`src/rtl/instr_fmt_pkg.sv`:
```
// Shared RV32I format definitions for the instruction encoder and the control decoder.
// imm_src codes match what the decoder produces for each immediate format.
package instr_fmt_pkg;

    typedef enum logic [2:0] {
        IMM_I     = 3'b000,
        IMM_B     = 3'b001,
        IMM_S     = 3'b010,
        IMM_SHAMT = 3'b011,
        IMM_U     = 3'b100,
        IMM_J     = 3'b101,
        IMM_R     = 3'b110
    } imm_src_e;

    localparam logic [6:0] OP_LOAD   = 7'b0000011;
    localparam logic [6:0] OP_IMM    = 7'b0010011;
    localparam logic [6:0] OP_AUIPC  = 7'b0010111;
    localparam logic [6:0] OP_STORE  = 7'b0100011;
    localparam logic [6:0] OP_REG    = 7'b0110011;
    localparam logic [6:0] OP_LUI    = 7'b0110111;
    localparam logic [6:0] OP_BRANCH = 7'b1100011;
    localparam logic [6:0] OP_JALR   = 7'b1100111;
    localparam logic [6:0] OP_JAL    = 7'b1101111;

endpackage

```
`src/rtl/instr_word_encoder.sv`:
```
// Combinational RV32I word builder: packs fields by immediate format and flags
// unusable field sets (reserved format code, odd branch/jump offsets).
module instr_word_encoder
    import instr_fmt_pkg::*;
(
    input  logic [6:0]  i_opcode,
    input  logic [2:0]  i_funct3,
    input  logic [6:0]  i_funct7,
    input  logic [4:0]  i_rd,
    input  logic [4:0]  i_rs1,
    input  logic [4:0]  i_rs2,
    input  logic [31:0] i_imm,
    input  logic [2:0]  i_imm_src,
    output logic [31:0] o_word,
    output logic        o_illegal
);

    always_comb begin
        o_word    = 32'h0;
        o_illegal = 1'b0;
        case (i_imm_src)
            IMM_I: begin
                o_word = {i_imm[11:0], i_rs1, i_funct3, i_rd, i_opcode};
            end
            IMM_B: begin
                o_word    = {i_imm[12], i_imm[10:5], i_rs2, i_rs1, i_funct3,
                             i_imm[4:1], i_imm[11], i_opcode};
                o_illegal = i_imm[0];
            end
            IMM_S: begin
                o_word = {i_imm[11:5], i_rs2, i_rs1, i_funct3, i_imm[4:0], i_opcode};
            end
            IMM_SHAMT: begin
                o_word = {i_funct7, i_imm[4:0], i_rs1, i_funct3, i_rd, i_opcode};
            end
            IMM_U: begin
                o_word = {i_imm[31:12], i_rd, i_opcode};
            end
            IMM_J: begin
                o_word    = {i_imm[20], i_imm[10:1], i_imm[11], i_imm[19:12], i_rd, i_opcode};
                o_illegal = i_imm[0];
            end
            IMM_R: begin
                o_word = {i_funct7, i_rs2, i_rs1, i_funct3, i_rd, i_opcode};
            end
            default: begin
                o_illegal = 1'b1;
            end
        endcase
    end

endmodule

```
`src/rtl/instr_encode_loader.sv`:
```
// Program loader: accepts field sets over valid/ready, encodes them and writes
// the words sequentially into instruction memory from BASE_ADDR.
module instr_encode_loader
    import instr_fmt_pkg::*;
#(
    parameter int unsigned ADDR_W    = 10,
    parameter int unsigned DEPTH     = 1024,
    parameter int unsigned BASE_ADDR = 0
) (
    input  logic              i_clk,
    input  logic              i_reset,
    input  logic              i_start,
    input  logic              i_finish,
    input  logic              i_in_valid,
    output logic              o_in_ready,
    input  logic [6:0]        i_opcode,
    input  logic [2:0]        i_funct3,
    input  logic [6:0]        i_funct7,
    input  logic [4:0]        i_rd,
    input  logic [4:0]        i_rs1,
    input  logic [4:0]        i_rs2,
    input  logic [31:0]       i_imm,
    input  logic [2:0]        i_imm_src,
    output logic              o_imem_we,
    output logic [ADDR_W-1:0] o_imem_addr,
    output logic [31:0]       o_imem_wdata,
    output logic              o_busy,
    output logic              o_done,
    output logic              o_full,
    output logic              o_err,
    output logic [ADDR_W:0]   o_word_count
);

    typedef enum logic [1:0] {
        StIdle,
        StLoad,
        StDone
    } state_e;

    localparam logic [ADDR_W:0]   DepthCnt = DEPTH[ADDR_W:0];
    localparam logic [ADDR_W-1:0] BasePtr  = BASE_ADDR[ADDR_W-1:0];

    state_e            r_state;
    logic [ADDR_W-1:0] r_ptr;
    logic [ADDR_W:0]   r_count;
    logic              r_full;
    logic              r_err;
    logic              r_we;
    logic [ADDR_W-1:0] r_addr;
    logic [31:0]       r_wdata;

    logic [31:0] w_word;
    logic        w_illegal;
    logic        w_ready;
    logic        w_accept;

    instr_word_encoder u_encoder (
        .i_opcode  (i_opcode),
        .i_funct3  (i_funct3),
        .i_funct7  (i_funct7),
        .i_rd      (i_rd),
        .i_rs1     (i_rs1),
        .i_rs2     (i_rs2),
        .i_imm     (i_imm),
        .i_imm_src (i_imm_src),
        .o_word    (w_word),
        .o_illegal (w_illegal)
    );

    assign w_ready  = (r_state == StLoad) && !r_full;
    assign w_accept = i_in_valid && w_ready;

    always_ff @(posedge i_clk or posedge i_reset) begin
        if (i_reset) begin
            r_state <= StIdle;
            r_ptr   <= BasePtr;
            r_count <= '0;
            r_full  <= 1'b0;
            r_err   <= 1'b0;
            r_we    <= 1'b0;
            r_addr  <= '0;
            r_wdata <= 32'h0;
        end else begin
            r_we <= 1'b0;
            case (r_state)
                StIdle: begin
                    if (i_start) begin
                        r_state <= StLoad;
                        r_ptr   <= BasePtr;
                        r_count <= '0;
                        r_full  <= 1'b0;
                        r_err   <= 1'b0;
                    end
                end
                StLoad: begin
                    // An illegal set still completes the handshake; it is only dropped.
                    if (w_accept) begin
                        if (w_illegal) begin
                            r_err <= 1'b1;
                        end else begin
                            r_we    <= 1'b1;
                            r_addr  <= r_ptr;
                            r_wdata <= w_word;
                            r_ptr   <= r_ptr + 1'b1;
                            r_count <= r_count + 1'b1;
                            r_full  <= ((r_count + 1'b1) == DepthCnt);
                        end
                    end
                    if (i_finish) begin
                        r_state <= StDone;
                    end
                end
                StDone: begin
                    r_state <= StIdle;
                end
                default: begin
                    r_state <= StIdle;
                end
            endcase
        end
    end

    assign o_in_ready   = w_ready;
    assign o_imem_we    = r_we;
    assign o_imem_addr  = r_addr;
    assign o_imem_wdata = r_wdata;
    assign o_busy       = (r_state != StIdle);
    assign o_done       = (r_state == StDone);
    assign o_full       = r_full;
    assign o_err        = r_err;
    assign o_word_count = r_count;

endmodule

```
`config.mk`:
```
export PLATFORM = sky130hd
export DESIGN_NAME = instr_encode_loader
export DESIGN_NICKNAME = d
export VERILOG_FILES = /design/src/rtl/instr_fmt_pkg.sv /design/src/rtl/instr_word_encoder.sv /design/src/rtl/instr_encode_loader.sv
export SDC_FILE = /design/constraint.sdc
export NUM_CORES = 1
export LEC_CHECK = 0
export BUFFER_PORTS_ARGS = -buffer_cell sky130_fd_sc_hd__buf_2
export CAP_MARGIN = 20
export CORE_MARGIN = 2
export CORE_UTILIZATION = 55
export CTS_CLUSTER_DIAMETER = 30
export DETAILED_ROUTE_END_ITERATION = 8
export GPL_ROUTABILITY_DRIVEN = 0
export PLACE_DENSITY = 0.95
export REMOVE_ABC_BUFFERS = 1
export SYNTH_ARGS = -nofsm -noshare
export SYNTH_HDL_FRONTEND = slang
export SYNTH_HIERARCHICAL = 1
export SYNTH_SLANG_ARGS = --single-unit
```
`constraint.sdc`:
```
create_clock -name i_clk -period 6.6 [get_ports i_clk]
set_clock_uncertainty 0.2 [all_clocks]
set_input_delay 0.99 -clock i_clk [delete_from_list [all_inputs] [get_ports i_clk]]
set_output_delay 0.99 -clock i_clk [all_outputs]
set_load 0.01 [all_outputs]
```
==> insert_results.sql <==
INSERT INTO impl_metrics (metric_group, metric, value, unit) VALUES
('outcome', 'run_status', 'complete, no violations', ''),
('logic_synthesis', 'number_of_synthesized_flops_with_an_enable_pin', '0', ''),
('drt', 'drt-wirelength-per-cell', '15.2', 'um'),
('logic_synthesis', 'synth-seq-cells', '68', ''),
('global_routing', 'antenna_violations_before_repair', '0', ''),
('drt', 'routed-via-count', '3838', ''),
('timing', 'report.final.slew_viol_count', '0', ''),
('drt', 'antenna_violating_nets_post_route', '0', ''),
('logic_synthesis', 'synthCells', '462', ''),
('cells_and_area', 'layout.cells.most_common', 'nand2_1', ''),
('cts', 'tritoncts.num_buffers', '9', ''),
('cts', 'number_of_buffers_inserted_by_post_cts_setup_repair', '0', ''),
('setup_path', 'reg2reg_from', 'r_state[0]', ''),
('logic_synthesis', 'synth_top_area_cell', 'dfrtp_1', ''),
('drt', 'drt-initial-drc-count', '306', ''),
('timing', 'crit_share_post_route', '0.596', ''),
('global_routing', 'gr-usage-all-layers', '0.268', ''),
('cells_and_area', 'leading_cell_types_in_the_layout_fill_and_taps_excluded', '164 x nand2_1, 130 x buf_2, 68 x dfrtp_1, 27 x nor2_1, 23 x o21ai_0', ''),
('timing', 'worst_slew_margin_rel', '0.445', ''),
('power', 'report.power.total', '1.51', 'mW'),
('timing', 'setup_violations', '0', ''),
('setup_path', 'r2r-end', 'o_word_count[10]', ''),
('drt', 'routed_wirelength', '10.3', 'mm'),
('die', 'fp.dieArea', '7830', 'sq um'),
('logic_synthesis', 'ys_warn_count', '6', ''),
('setup_path', 'critical_path_peak_fanout', '50', ''),
('timing', 'timing.fmax', '0.254', 'GHz'),
('global_routing', 'grt_max_degree', '69', ''),
('cells_and_area', 'fraction_of_layout_cells_with_a_size_suffix_above_1', '0.298', ''),
('setup_path', 'ff2ff_setup_slack', '3690', 'ps'),
('logic_synthesis', 'synthArstFlopShare', '1.00', ''),
('placement', 'dp.final_hpwl', '7.30', 'mm'),
('cts', 'htree_levels', '3', ''),
('power', 'pwr_density_cell', '318', 'nW/um^2'),
('setup_path', 'critical_path_arrival', '3990', 'ps'),
('cts', 'clk_latency', '330', 'ps'),
('cts', 'post_cts_resize_count', '0', ''),
('hold_path', 'hold_end', 'o_imem_wdata[20]', ''),
('cts', 'cts_hold_repair.buffers', '0', ''),
('die', 'pin_count', '131', ''),
('setup_path', 'worst_setup_path_end_kind', 'flop', ''),
('setup_path', 'start_kind', 'input port', ''),
('drt', 'detail_route.drc_violations', '0', ''),
('cells_and_area', 'antenna_cells_inserted', '0', ''),
('timing', 'worst-slew-pin-transition', '833', 'ps'),
('cts', 'cts.sinks', '68', ''),
('logic_synthesis', 'share_of_synthesized_area_occupied_by_flip_flops_and_latches', '0.433', ''),
('hold_path', 'worst_hold_path_type', 'flop to flop', ''),
('placement', 'port_buffers', '130', ''),
('die', 'placement_rows', '30', ''),
('hold_path', 'start_point_of_the_worst_hold_path', 'o_imem_wdata[20]', ''),
('hold_path', 'hold_path_depth', '2', ''),
('setup_path', 'path_class', 'input port to flop', ''),
('logic_synthesis', 'syn-cell-area', '3930', 'sq um'),
('logic_synthesis', 'netlist.area_leader.share', '0.433', ''),
('power', 'ir_drop', '0.175', 'mV'),
('logic_synthesis', 'yosys_most_used_dff', 'dfrtp_1', ''),
('cts', 'cts_clk_pin_slew_worst_paths', '70', 'ps'),
('die', 'core', '6870', 'sq um'),
('drt', 'drt_first_pass_iters', '6', ''),
('cells_and_area', 'area_growth', '20.8', '%'),
('logic_synthesis', 'avgSynthCellArea', '8.50', 'sq um'),
('global_routing', 'first_global_vias', '3660', ''),
('timing', 'rsz0062_at_grt', 'no', ''),
('setup_path', 'reg2reg_depth', '5', ''),
('timing', 'fin_setup_tns', '0', 'ps'),
('drt', 'via_per_inst', '5.65', ''),
('cts', 'cts_tree', 'built', ''),
('job', 'cap_viol_max_count', '0', ''),
('die', 'die_x', '88.5', 'um'),
('die', 'chipHeight', '88.5', 'um'),
('global_routing', 'grt_overflow_total', '0', ''),
('logic_synthesis', 'synth.top_cells.by_area', 'dfrtp_1 43%, nand2_1 16%, o21ai_0 2.9%, mux2_2 2.6%, nor2_1 2.6%', ''),
('setup_path', 'worstPathRequired', '6660', 'ps'),
('timing', 'fin_crit', '3930', 'ps'),
('cells_and_area', 'design.final.nets', '653', ''),
('power', 'leakage_power', '2.52', 'nW'),
('timing', 'hold_viol_final', '0', ''),
('global_routing', 'global_route_wire_length_before_repair', '16.4', 'mm'),
('cts', 'root_buffer', 'clkbuf_8', ''),
('cts', 'clock_tree.buffer_depth', '2', ''),
('die', 'floorplan.initialDensity', '0.572', ''),
('logic_synthesis', 'synth_cell_types', '55', '');
[how the worst max path moves through the flow]
stage	cells after the start	end	start
final	9	o_word_count[10]	i_imm_src[1]
after global routing	9	o_word_count[10]	i_imm_src[1]
after CTS	9	o_word_count[10]	i_imm_src[1]
after detailed placement	9	o_word_count[10]	i_imm_src[1]
after global placement	9	o_word_count[10]	i_imm_src[1]
after floorplan	8	o_word_count[10]	i_imm_src[1]
[metrics by stage]
stage,area (sq um),instances,hold WS (ps),util,setup WS (ps)
after floorplan,3750,436,259,-,3480
after global placement,4530,663,256,0.659,2490
after detailed placement,4530,663,259,0.659,2380
after CTS,4740,679,276,0.691,2710
after global routing,4740,679,306,0.691,2400
final,4740,679,274,0.691,2670
[cells in the mapped netlist (2+ instances only)]
master	count
a22o_1	8
a221oi_1	4
buf_2	8
nor3_1	8
a211oi_1	4
ha_1	3
a31oi_1	7
mux2i_1	4
and3_1	5
buf_4	2
xnor2_1	3
o21ai_0	23
clkbuf_1	9
o22ai_1	4
nor2_1	27
a2bb2oi_1	2
and2_1	9
o31ai_1	4
mux2_1	2
mux2_4	4
or2_2	2
nand3_1	11
o21ai_1	7
nand2_1	164
nand2b_1	6
buf_6	6
nand4_1	2
a21oi_1	4
inv_1	6
nor2b_1	5
xor2_1	4
mux2_2	9
a32o_1	2
dfrtp_1	68
o211ai_1	6
[logic make-up (layout without fill, tap and decap cells)]
kind of cell / Yosys count / in the layout / synth area share
and+or+nand+nor: 248 / 248 / 0.274
buffers and inverters: 33 / 154 / 0.0516
adders and majority gates: 3 / 3 / 0.00956
DFF: 68 / 68 / 0.433
muxes: 20 / 20 / 0.0628
xor gates and xnor gates: 9 / 9 / 0.0296
AOI/OAI and AO/OA: 81 / 81 / 0.139
[metal layers]
layer	track usage	up-vias	share of wire
met5	0	-	0
met4	0.0868	0	0.018
met3	0.0532	24	0.073
met2	0.466	185	0.51
met1	0.336	1827	0.40
li1	-	1802	-
[layout make-up]
class / instances / area (sq um)
clock inverter: 7 / 91.3
sequential: 68 / 1700
multi-input combinational: 361 / 2020
fill: 506 / 2130
timing repair buffer: 131 / 658
tap: 96 / 120
clock buffer: 9 / 124
inverter: 7 / 26.3
[worst max-delay path: stages]
cell       delay, ps
buf_2            510
mux2i_1          250
nor2b_1           80
nand4bb_1        230
a21o_2           370
nand2b_4         460
inv_2            750
nand4_1          180
o21ai_1          160
[power breakdown]
part / internal (mW) / leakage (nW) / switching (mW) / total, mW
clock: 0.211 / 0.109 / 0.154 / 0.366
combinational: 0.200 / 1.51 / 0.329 / 0.529
sequential: 0.528 / 0.903 / 0.0843 / 0.612
[sequential cells by signal (all words and copies together), names as in the netlist]
signal        flops
o_err             1
o_full            1
o_imem_addr      10
o_imem_wdata     32
o_imem_we         1
o_word_count     11
r_ptr            10
r_state           2
Power figures use the tool's default switching activity.
